## src/rtl/md_issue_ctrl_if.sv

```systemverilog
// Bus between md_issue_ctrl and its neighbours: the pipeline side (request,
// stall, result) and the HI/LO unit side (OP/A/B, busy, HI/LO).
// MD_SHADOW_CHECK_EN adds the sticky md_err flag.
interface md_issue_ctrl_if;
    logic        req_valid;
    logic [3:0]  req_op;
    logic [31:0] req_a;
    logic [31:0] req_b;
    logic        md_busy;
    logic [31:0] md_hi;
    logic [31:0] md_lo;
    logic [3:0]  md_op;
    logic [31:0] md_a;
    logic [31:0] md_b;
    logic        stall;
    logic [31:0] rd_data;
    logic        rd_valid;
    logic        divz;
`ifdef MD_SHADOW_CHECK_EN
    logic        md_err;

    modport slave (
        input  req_valid, req_op, req_a, req_b, md_busy, md_hi, md_lo,
        output md_op, md_a, md_b, stall, rd_data, rd_valid, divz, md_err
    );
    modport master (
        output req_valid, req_op, req_a, req_b, md_busy, md_hi, md_lo,
        input  md_op, md_a, md_b, stall, rd_data, rd_valid, divz, md_err
    );
`else
    modport slave (
        input  req_valid, req_op, req_a, req_b, md_busy, md_hi, md_lo,
        output md_op, md_a, md_b, stall, rd_data, rd_valid, divz
    );
    modport master (
        output req_valid, req_op, req_a, req_b, md_busy, md_hi, md_lo,
        input  md_op, md_a, md_b, stall, rd_data, rd_valid, divz
    );
`endif
endinterface

```

## src/rtl/md_issue_ctrl.sv

```systemverilog
// E-stage requester for the multiply/divide unit: issues md ops on the
// OP/A/B bus, shadows the unit latency to stall the pipeline, returns HI/LO
// for mfhi/mflo and drops divide-by-zero.
// Optional macro MD_SHADOW_CHECK_EN: sticky md_err on shadow/busy mismatch.
module md_issue_ctrl #(
    parameter int unsigned MUL_CYCLES = 5,
    parameter int unsigned DIV_CYCLES = 10,
    parameter int unsigned CNT_W      = 4
) (
    input  logic           clk,
    input  logic           reset,
    md_issue_ctrl_if.slave bus
);

    typedef enum logic {IDLE, BUSY} state_t;

    localparam logic [CNT_W-1:0] MUL_N = CNT_W'(MUL_CYCLES);
    localparam logic [CNT_W-1:0] DIV_N = CNT_W'(DIV_CYCLES);
    localparam logic [CNT_W-1:0] ONE   = CNT_W'(1);

    state_t           state_q, state_d;
    logic [CNT_W-1:0] cnt_q, cnt_d;
    logic             divz_q, divz_d;

    logic op_valid, is_mul, is_div, is_mt, is_mf, div_zero, stall_c, issue;

    // Request decode; every term is gated by reset so outputs read 0 in reset
    always_comb begin
        op_valid = reset && bus.req_valid && (bus.req_op >= 4'd1) && (bus.req_op <= 4'd8);
        is_mul   = op_valid && ((bus.req_op == 4'd1) || (bus.req_op == 4'd2));
        is_div   = op_valid && ((bus.req_op == 4'd3) || (bus.req_op == 4'd4));
        is_mt    = op_valid && ((bus.req_op == 4'd5) || (bus.req_op == 4'd6));
        is_mf    = op_valid && ((bus.req_op == 4'd7) || (bus.req_op == 4'd8));
        div_zero = is_div && (bus.req_b == '0);
        stall_c  = op_valid && ((state_q == BUSY) || bus.md_busy);
        issue    = !stall_c && (is_mul || is_mt || (is_div && !div_zero));
    end

    // Outputs towards the unit and the E-stage result mux
    always_comb begin
        bus.md_op    = issue ? bus.req_op : '0;
        bus.md_a     = reset ? bus.req_a : '0;
        bus.md_b     = reset ? bus.req_b : '0;
        bus.stall    = stall_c;
        bus.rd_valid = is_mf && !stall_c;
        bus.rd_data  = '0;
        if (is_mf && !stall_c) begin
            bus.rd_data = (bus.req_op == 4'd7) ? bus.md_hi : bus.md_lo;
        end
        bus.divz     = divz_q;
    end

    // Shadow counter next state: load on issue, count down to IDLE
    always_comb begin
        state_d = state_q;
        cnt_d   = cnt_q;
        divz_d  = div_zero && !stall_c;
        case (state_q)
            IDLE: begin
                if (issue && is_mul) begin
                    state_d = BUSY;
                    cnt_d   = MUL_N;
                end else if (issue && is_div) begin
                    state_d = BUSY;
                    cnt_d   = DIV_N;
                end
            end
            BUSY: begin
                if (cnt_q <= ONE) begin
                    state_d = IDLE;
                    cnt_d   = '0;
                end else begin
                    cnt_d = cnt_q - ONE;
                end
            end
            default: begin
                state_d = IDLE;
                cnt_d   = '0;
            end
        endcase
    end

    // State, counter and divide-by-zero pulse registers
    always_ff @(posedge clk or negedge reset) begin
        if (!reset) begin
            state_q <= IDLE;
            cnt_q   <= '0;
            divz_q  <= 1'b0;
        end else begin
            state_q <= state_d;
            cnt_q   <= cnt_d;
            divz_q  <= divz_d;
        end
    end

`ifdef MD_SHADOW_CHECK_EN
    logic             err_q, err_d;
    logic             div_kind_q, div_kind_d;
    logic             idle_busy_q, idle_busy_d;
    logic [CNT_W-1:0] early_lim;

    // Mismatch detection: unit idle too early in BUSY, or busy two IDLE cycles running
    always_comb begin
        div_kind_d  = (issue && (state_q == IDLE)) ? is_div : div_kind_q;
        early_lim   = div_kind_q ? (DIV_N - ONE) : (MUL_N - ONE);
        idle_busy_d = (state_q == IDLE) && bus.md_busy;
        err_d       = err_q;
        if ((state_q == BUSY) && (cnt_q < early_lim) && !bus.md_busy) begin
            err_d = 1'b1;
        end
        if (idle_busy_q && idle_busy_d) begin
            err_d = 1'b1;
        end
    end

    // Sticky error flag, cleared only by reset
    always_ff @(posedge clk or negedge reset) begin
        if (!reset) begin
            err_q       <= 1'b0;
            div_kind_q  <= 1'b0;
            idle_busy_q <= 1'b0;
        end else begin
            err_q       <= err_d;
            div_kind_q  <= div_kind_d;
            idle_busy_q <= idle_busy_d;
        end
    end

    assign bus.md_err = err_q;
`endif

endmodule

```

## src/flat_wrapper.sv

```systemverilog
// flat-port wrapper written by rule: the top's interface ports become plain ports
module md_issue_ctrl_flat 
#(
    parameter int unsigned MUL_CYCLES = 5,
    parameter int unsigned DIV_CYCLES = 10,
    parameter int unsigned CNT_W      = 4
)
  (clk, reset, bus_req_valid, bus_req_op, bus_req_a, bus_req_b, bus_md_busy, bus_md_hi, bus_md_lo, bus_md_op, bus_md_a, bus_md_b, bus_stall, bus_rd_data, bus_rd_valid, bus_divz);
  md_issue_ctrl_if bus_i ();
  input  logic clk;
  input  logic reset;
  input wire logic [$bits(bus_i.req_valid)-1:0] bus_req_valid;
  input wire logic [$bits(bus_i.req_op)-1:0] bus_req_op;
  input wire logic [$bits(bus_i.req_a)-1:0] bus_req_a;
  input wire logic [$bits(bus_i.req_b)-1:0] bus_req_b;
  input wire logic [$bits(bus_i.md_busy)-1:0] bus_md_busy;
  input wire logic [$bits(bus_i.md_hi)-1:0] bus_md_hi;
  input wire logic [$bits(bus_i.md_lo)-1:0] bus_md_lo;
  output wire logic [$bits(bus_i.md_op)-1:0] bus_md_op;
  output wire logic [$bits(bus_i.md_a)-1:0] bus_md_a;
  output wire logic [$bits(bus_i.md_b)-1:0] bus_md_b;
  output wire logic [$bits(bus_i.stall)-1:0] bus_stall;
  output wire logic [$bits(bus_i.rd_data)-1:0] bus_rd_data;
  output wire logic [$bits(bus_i.rd_valid)-1:0] bus_rd_valid;
  output wire logic [$bits(bus_i.divz)-1:0] bus_divz;
  assign bus_i.req_valid = bus_req_valid;
  assign bus_i.req_op = bus_req_op;
  assign bus_i.req_a = bus_req_a;
  assign bus_i.req_b = bus_req_b;
  assign bus_i.md_busy = bus_md_busy;
  assign bus_i.md_hi = bus_md_hi;
  assign bus_i.md_lo = bus_md_lo;
  assign bus_md_op = bus_i.md_op;
  assign bus_md_a = bus_i.md_a;
  assign bus_md_b = bus_i.md_b;
  assign bus_stall = bus_i.stall;
  assign bus_rd_data = bus_i.rd_data;
  assign bus_rd_valid = bus_i.rd_valid;
  assign bus_divz = bus_i.divz;
  md_issue_ctrl #(.MUL_CYCLES(MUL_CYCLES), .DIV_CYCLES(DIV_CYCLES), .CNT_W(CNT_W)) u_core (.clk(clk), .reset(reset), .bus(bus_i));
endmodule
```

## config.mk

```make
export PLATFORM = sky130hd
export DESIGN_NAME = md_issue_ctrl_flat
export DESIGN_NICKNAME = d
export VERILOG_FILES = /design/src/rtl/md_issue_ctrl_if.sv /design/src/rtl/md_issue_ctrl.sv /design/src/flat_wrapper.sv
export SDC_FILE = /design/constraint.sdc
export NUM_CORES = 1
export LEC_CHECK = 0
export CORE_ASPECT_RATIO = 0.75
export CORE_MARGIN = 2
export CORE_UTILIZATION = 20
export DETAILED_ROUTE_END_ITERATION = 7
export HOLD_SLACK_MARGIN = 0.08
export PLACE_DENSITY = 0.82
export REMOVE_ABC_BUFFERS = 1
export SETUP_SLACK_MARGIN = 0.05
export SLEW_MARGIN = 20
export SYNTH_ARGS = -nofsm -noshare
export SYNTH_HDL_FRONTEND = slang
export SYNTH_SLANG_ARGS = --single-unit
```

## constraint.sdc

```tcl
create_clock -name clk -period 1.4 [get_ports clk]
set_input_delay 0.14 -clock clk [delete_from_list [all_inputs] [get_ports clk]]
set_output_delay 0.14 -clock clk [all_outputs]
set_load 0.005 [all_outputs]
```

Word-level counts from Yosys, hierarchy flattened
Cells that the tools add are included.
W data, S select, Z words.
- bitwise logic cells: 1
- shift operators: 0
- add/sub/neg operators: 1
- multiplexer cells: 13
- $lt $le $gt $ge: 3
- multipliers: 0
- div/mod/pow operators: 0
- reduce and logical (&&, ||, !) cells: 25
- equal/unequal tests: 9
- operators by type and width (operator ; number):
    $mux W32 ; 4
    $logic_not A32 Y1 ; 1
    $eq A4 B3 Y1 const B ; 4
    $mux W4 ; 4
    $logic_and A1 B1 Y1 ; 15
    $eq A4 B2 Y1 const B ; 2
    $pmux W4 S2 ; 1
    $logic_or A1 B1 Y1 ; 7
    $eq A4 B1 Y1 const B ; 1
    $eq A4 B4 Y1 const B ; 1
    $ge A4 B1 Y1 const B ; 1
    $le A4 B1 Y1 const B ; 1
    $le A4 B4 Y1 const B ; 1
    $sub A4 B1 Y4 const B ; 1
    $mux W1 ; 3
    $ne A3 B1 Y1 const B ; 1
    $logic_not A1 Y1 ; 2
    $pmux W1 S2 ; 1
    $not A1 Y1 ; 1
- bits in latches: 0
- memory bits (writable): 0
- bits in registers: 6
- bits in read-only memories: 0
- memories kept: 0
- word-level logic and storage cells: 55

Logic depth before layout (Yosys ltp)
- depth after elaboration: 13
- mapped depth: 7

Worst setup path after synthesis
OpenSTA, ideal clock, no wires.
- kind: register to output
- start point: reg u_core.state_q
- end point: out bus_md_op[0]
- cell stages (with the launch flop): 5
- arrival time: 1.402 ns
- required time: 1.260 ns
- path slack: -0.142 ns
- path buffers: 0
- path through: dfrtp_1 -> or2_2 -> a2111oi_4 -> o21ai_2 -> a21boi_1
- cells in the longest elaborated chain, start to end: 5
- RTL lines (element ; line ; RTL):
    start, declared ; md_issue_ctrl.sv:21 ; state_t state_q, state_d;
    start signal, assigned ; md_issue_ctrl.sv:90 ; state_q <= state_d;
    $logic_or A1 B1 Y1 ; md_issue_ctrl.sv:35 ; stall_c = op_valid && ((state_q == BUSY) || bus.md_busy);
    $logic_and A1 B1 Y1 ; md_issue_ctrl.sv:35 ;
    $logic_not A1 Y1 ; md_issue_ctrl.sv:36 ; issue = !stall_c && (is_mul || is_mt || (is_div && !div_zero));
    $logic_and A1 B1 Y1 ; md_issue_ctrl.sv:36 ;
    $mux W4 ; md_issue_ctrl.sv:41 ; bus.md_op = issue ? bus.req_op : '0;
    end, declared ; flat_wrapper.sv:19 ; output wire logic [$bits(bus_i.md_op)-1:0] bus_md_op;
No other way between the ends.

Final worst setup path
Same ends and word-level chain as after synthesis.

==> impl_results.md <==
* WL/cell at 17.8 um
* Grt ovf at 0
* Worst Hold Class: input pin to asynchronous set/reset pin
* VDD IR max at 0.337 mV
* Max-cap violations at 0
* Core Util, Final at 67.5%
* Port Buffers at 237
* Clock Pin Slew Worst Setup and Hold Paths at 0.04 ns
* PD cells at 443 nW/um^2
* CTS HTree Levels at 1
* Crit path time final at 1.80 ns
* Initial antenna violation count at 0
* CP Class: flop to primary output
* Initial core utilization at 20.9%
* Leakage at 2.36 nW
* Req. time, crit path at 1.26 ns
* Post-synth top area share at 27.7%
* Ys flop type: dfrtp_1
* Endpoints failing setup at 42
* Netlist cell types at 36
* Tot GR Track Use at 26.0%
* Clock Tree Buf Depth at 2
* Sinks on Clock Net at 6
* Dpl hpwl at 7650 um
* Post-route clock period utilization at 129%
* Die height at 77.6 um
* Rows at 26
* Post-route antenna net violation count at 0
* Post-synthesis sequential element count at 6
* Avg Vias per Cell at 4.61
* Area Growth Syn to Fin at 222%
* Post-Route WL at 11100 um
* Post-synthesis cell count at 244
* Outcome: finished with violations
* Slew Viols, Final at 0
* Worst setup EP type: primary output
* Skew final at 0.00462 ns
* Mapped Area at 1440 um^2
* Mapped Avg Cell Area at 5.92 um^2
* Die W at 102 um
* Worst skew pair latency at 0.23 ns
* Final hold violations at 0
* Via count at 2877
* Ports at 239
* Core area at 6900 um^2
* Die area at 7920 um^2
* Largest area contributor in the netlist: and2_1
* Failing checks: negative setup slack
* Placer Congestion at 0.919
* DR DRC count at 0
* Fmax at 556 MHz
* Arrival @ worst endpoint at 1.66 ns
* Worst Path Max Fanout at 3
* Fraction of layout cells with a size suffix above 1 at 34.6%
* Yosys warning count at 0
* Crit start category: flop
* RSZ-0062 raised after global routing: true
* Vias in the first global route at 3146
* Clk root buf: clkbuf_8
* Cells after DPL at 594
* CTS tree: built
* # diodes at 0
* Post-synthesis sequential area ratio at 10.4%
* Slack of the critical path at -0.400 ns
* Num CTS Buffers at 3
* 1st-pass router iterations at 4
* Post-Layout Cell Count at 624
* Final nets at 666
* Asr flop ratio synth at 100%
* Commonest non-fill, non-tap cell in the layout: clkdlybuf4s50_1
* Top cells by area, synth: and2_1, nand2_1, a21oi_1
* Largest net degree at the start of global routing at 33
* EDFF count, synth at 0
* Most frequent cells in the layout: clkdlybuf4s50_1, nand2_1, and2_1
* Drt first-iter violations at 129
* First-pass GRT wire length at 16200 um
[flip-flops by register name, indices dropped and copies added, names as in the netlist]
register	cells
u_core.bus.divz	1
u_core.cnt_q	4
u_core.state_q	1
[path summary, 6_finish.rpt]
path	from	cells past startpoint	end	slack, ns
worst max-delay path	u_core.state_q$_DFF_PN0_	6	bus_md_op[0]	-0.40
worst min-delay path	reset	3	u_core.cnt_q[2]$_DFFE_PN0P_	0.39
worst max register to register	u_core.state_q$_DFF_PN0_	5	u_core.cnt_q[0]$_DFFE_PN0P_	-0.16
worst min register to register	u_core.cnt_q[3]$_DFFE_PN0P_	1	u_core.cnt_q[3]$_DFFE_PN0P_	0.65
max in group asynchronous	reset	4	u_core.cnt_q[3]$_DFFE_PN0P_	0.62
min in group clk	bus_req_b[19]	6	u_core.bus.divz$_DFF_PN0_	0.56
[area by class of cell]
| type | instances | area [um^2] |
|---|---|---|
| Clock buffer | 3 | 41.3 |
| Fill cell | 563 | 2240 |
| Inverter | 5 | 18.8 |
| Multi-Input combinational cell | 214 | 1500 |
| Sequential cell | 6 | 150 |
| Tap cell | 98 | 123 |
| Timing Repair Buffer | 298 | 2820 |
[metrics by stage]
stage	worst slack (ns)	hold slack (ns)	power (mW)	setup TNS (ns)	area (um^2)
3_3_place_gp	-0.939	0.519	1.48	-63.14	4130
4_1_cts	-0.422	0.398	1.88	-10.37	4450
5_1_grt	-0.488	0.407	2.17	-14.92	4660
6_report	-0.400	0.391	2.06	-12.48	4660
2_1_floorplan	-0.340	-0.156	0.633	-11.71	1360
3_5_place_dp	-0.992	0.507	1.52	-67.04	4130
[critical path, cell delays in order, from the launching register on]
cell       delay (ns)
dfrtp_1          0.39
or2_4            0.27
a2111oi_4        0.23
o21ai_2          0.12
buf_4            0.16
a21boi_2         0.14
buf_2            0.13
[power breakdown]
group	switching, mW	leakage (nW)	internal (mW)	total, mW
Clock	0.0861	0.0216	0.186	0.272
Combinational	0.587	2.26	0.891	1.48
Sequential	0.0768	0.0780	0.234	0.311
[cell families after synthesis]
group                      synth area share [%]
and+or+nand+nor                            59.3
AOI/OAI and AO/OA                          20.3
buffers and inverters                      6.85
DFF                                        10.4
xor gates and xnor gates                   1.21
adders and majority gates                  1.73
other                                     0.260
[metal layers]
metal,wire length (um),share of wire (%),vias to the layer above,global-route usage [%]
met5,0,0,-,0
met4,367,3.3,0,9.20
met3,564,5.1,30,4.77
met2,5830,53,119,47.7
met1,4340,39,1346,29.6
li1,-,-,1382,-
[synth_stat cells (2+ instances only)]
cell,count
nand2_1,69
and2_1,64
a21oi_1,33
clkbuf_1,14
nor4_1,8
dfrtp_1,6
inv_1,5
buf_2,4
nand4_1,4
a21boi_1,3
nor2_1,3
ha_1,2
nand3_1,2
o211ai_1,2
o31ai_1,2
or2_2,2
or4_1,2
[repair_timing]
action,in CTS,in global routing
gates cloned,4,2
pin swaps,26,15
gates resized for setup,355,52
hold endpoints to repair,6,0
endpoints found under the setup margin,107,64
setup buffers,15,7
hold buffers,3,0
No activity file was read; power rests on OpenSTA's default activity.
==> RTL change: new RTL, same settings <==
`CNT_W` is set to 4 in 2 places; all go to 6.
--- a/src/rtl/md_issue_ctrl.sv
+++ b/src/rtl/md_issue_ctrl.sv
@@ -6,5 +6,5 @@
     parameter int unsigned MUL_CYCLES = 5,
     parameter int unsigned DIV_CYCLES = 10,
-    parameter int unsigned CNT_W      = 4
+    parameter int unsigned CNT_W      = 6
 ) (
     input  logic           clk,
--- a/src/flat_wrapper.sv
+++ b/src/flat_wrapper.sv
@@ -4,5 +4,5 @@
     parameter int unsigned MUL_CYCLES = 5,
     parameter int unsigned DIV_CYCLES = 10,
-    parameter int unsigned CNT_W      = 4
+    parameter int unsigned CNT_W      = 6
 )
   (clk, reset, bus_req_valid, bus_req_op, bus_req_a, bus_req_b, bus_md_busy, bus_md_hi, bus_md_lo, bus_md_op, bus_md_a, bus_md_b, bus_stall, bus_rd_data, bus_rd_valid, bus_divz);
Behaviour: same outputs for any inputs over 10 cycles, from zero or initial values and one cycle with reset low; that may be too few to reach the edited logic, so the function may still have changed.
==> RTL change against the unedited design <==
The run still ends with negative setup slack left. Global-route usage fell by 5.1 points. Worst hold slack worse by 220 ps. Setup slack worse by 57 ps. Routed wire length is 4.4% lower. Sequential cell count grew 2. Power is 25% higher. Non-clock buffer count fell by 13. Cell area up 1.1%. Synthesized area is 9.9% higher. Critical path type unchanged. Highest routed layer unchanged.
==> RTL change: results (changes against the unedited design) <==
* Routed wl met3 at 684 µm (+21%)
* Share of cells above drive strength 1 at 29.5% (-5.1 points)
* Run status: finished with violations
* Failing checks: negative setup slack
* Met1 usage at 24.4% (-5.2 points)
* Routability congestion estimate at 0.875 (-4.8%)
* DR WL met2 at 5600 µm (-3.9%)
* DR top layer: met4
* Post-DR wirelength/cell at 16.8 µm (-5.8%)
* M3 GR Usage at 4.09% (-0.68 points)
* Buffers added on ports at 237 (unchanged)
* Worst path max stage delay at 380 ps
* Most used DFF post-synth: dfrtp_1
* Synth top cells by count: nand2_1 (69), and2_1 (66), a21oi_1 (36), clkbuf_1 (13)
* Placed wire-length estimate at 7450 µm (-2.7%)
* Vias in the first global route at 2742 (-13%)
* Critical Path Fanout Max at 8 (+5)
* Mapped Cells at 260 (+6.6%)
* Hold Path Class: in -> async
* Clk_lat worst skew at 240 ps
* Fillers at 708 (+26%)
* Sequential-to-total area share from yosys stat at 12.6% (+2.2 points)
* NetSw at 0.935 mW (+25%)
* Htree depth at 1 (unchanged)
* Setup TNS at -16220 ps (-3740 ps)
* Setup Viol. Count Final at 44 (+4.8%)
* Global-route wire length before repair at 14400 µm (-11%)
* Met1 wire length at 4110 µm (-5.3%)
* Clk root buf: clkbuf_8
* Placed insts at 607 (+2.2%)
* Via density at 4.62 (+0.26%)
* GRT Total Usage at 20.9% (-5.1 points)
* Finished Layout Cells at 633 (+1.4%)
* IR drop worst, VDD at 617 µV (+83%)
* Largest net degree at the start of global routing at 68 (+110%)
* Pre-CTS setup slack at -977 ps (+15.1 ps)
* Leading post-synthesis cells by cell area: and2_1 (26%), nand2_1 (16%), dfrtp_1 (13%), a21oi_1 (11%), nor4_1 (3.2%)
* Antenna fix cells at 0 (unchanged)
* Worst Path Arrival at 1720 ps (+60 ps)
* Worst setup margin at -457 ps (-57.2 ps)
* GRT met2 Usage at 38.7% (-9.0 points)
* Final net count at 668 (+0.30%)
* Max reg flops at 6 (+2)
* R2R depth at 6 (+1)
* Distinct cell type count after synthesis at 40 (+11%)
* Final Skew at 6.91 ps (+2.29 ps)
* Multi-input logic area at 0.00157 mm² (+4.8%)
* Yosys warnings at 0 (unchanged)
* DR iter-0 viols at 172 (+33%)
* Placed cell area at 0.00421 mm² (+2.0%)
* Leak pwr at 2.28 nW (-3.0%)
## RTL change: cell families after synthesis
kind of cell	after synthesis	share of synthesized area [%]
adders and majority gates	2	1.58
buffers and inverters	25	7.02
xor gates and xnor gates	5	2.76
other	1	0.236
and+or+nand+nor	166	54.0
AOI/OAI and AO/OA	53	21.8
DFF	8	12.6
## RTL change: path summary, 6_finish.rpt
| check | endpoint | startpoint | slack (ps) |
|---|---|---|---|
| hold reg to reg | u_core.cnt_q[3]$_DFFE_PN0P_ | u_core.cnt_q[3]$_DFFE_PN0P_ | 630 |
| hold / removal | u_core.state_q$_DFF_PN0_ | reset | 170 |
| setup reg to reg | u_core.cnt_q[2]$_DFFE_PN0P_ | u_core.state_q$_DFF_PN0_ | -190 |
| min in group clk | u_core.bus.divz$_DFF_PN0_ | reset | 530 |
| setup / recovery | bus_rd_data[20] | u_core.state_q$_DFF_PN0_ | -460 |
| max in group asynchronous | u_core.bus.divz$_DFF_PN0_ | reset | 720 |
## RTL change: final cells by class
| type | count | area share, % |
|---|---|---|
| flip-flops and latches | 8 | 4.25 |
| inverters | 5 | 0.399 |
| multi-input cells | 227 | 33.4 |
| well taps | 105 | 2.79 |
| clock buffers | 3 | 0.877 |
| repair buffers | 285 | 58.3 |
## RTL change: power groups by stage
stage | logic [mW] | registers [mW] | clock network (mW)
2_1_floorplan | 0.607 | 0.410 | 0
3_3_place_gp | 1.57 | 0.381 | 0
3_5_place_dp | 1.61 | 0.384 | 0
4_1_cts | 1.73 | 0.385 | 0.300
5_1_grt | 2.04 | 0.405 | 0.307
6_report | 1.89 | 0.398 | 0.290
## RTL change: timing repair
item                                    CTS  global route
hold buffers                              1             0
cloned                                    3             3
endpoints found under the setup margin  109            87
endpoints found under the hold margin     1             0
setup buffers                            13             3
pin swaps                                28            10
resized for setup                       272            46
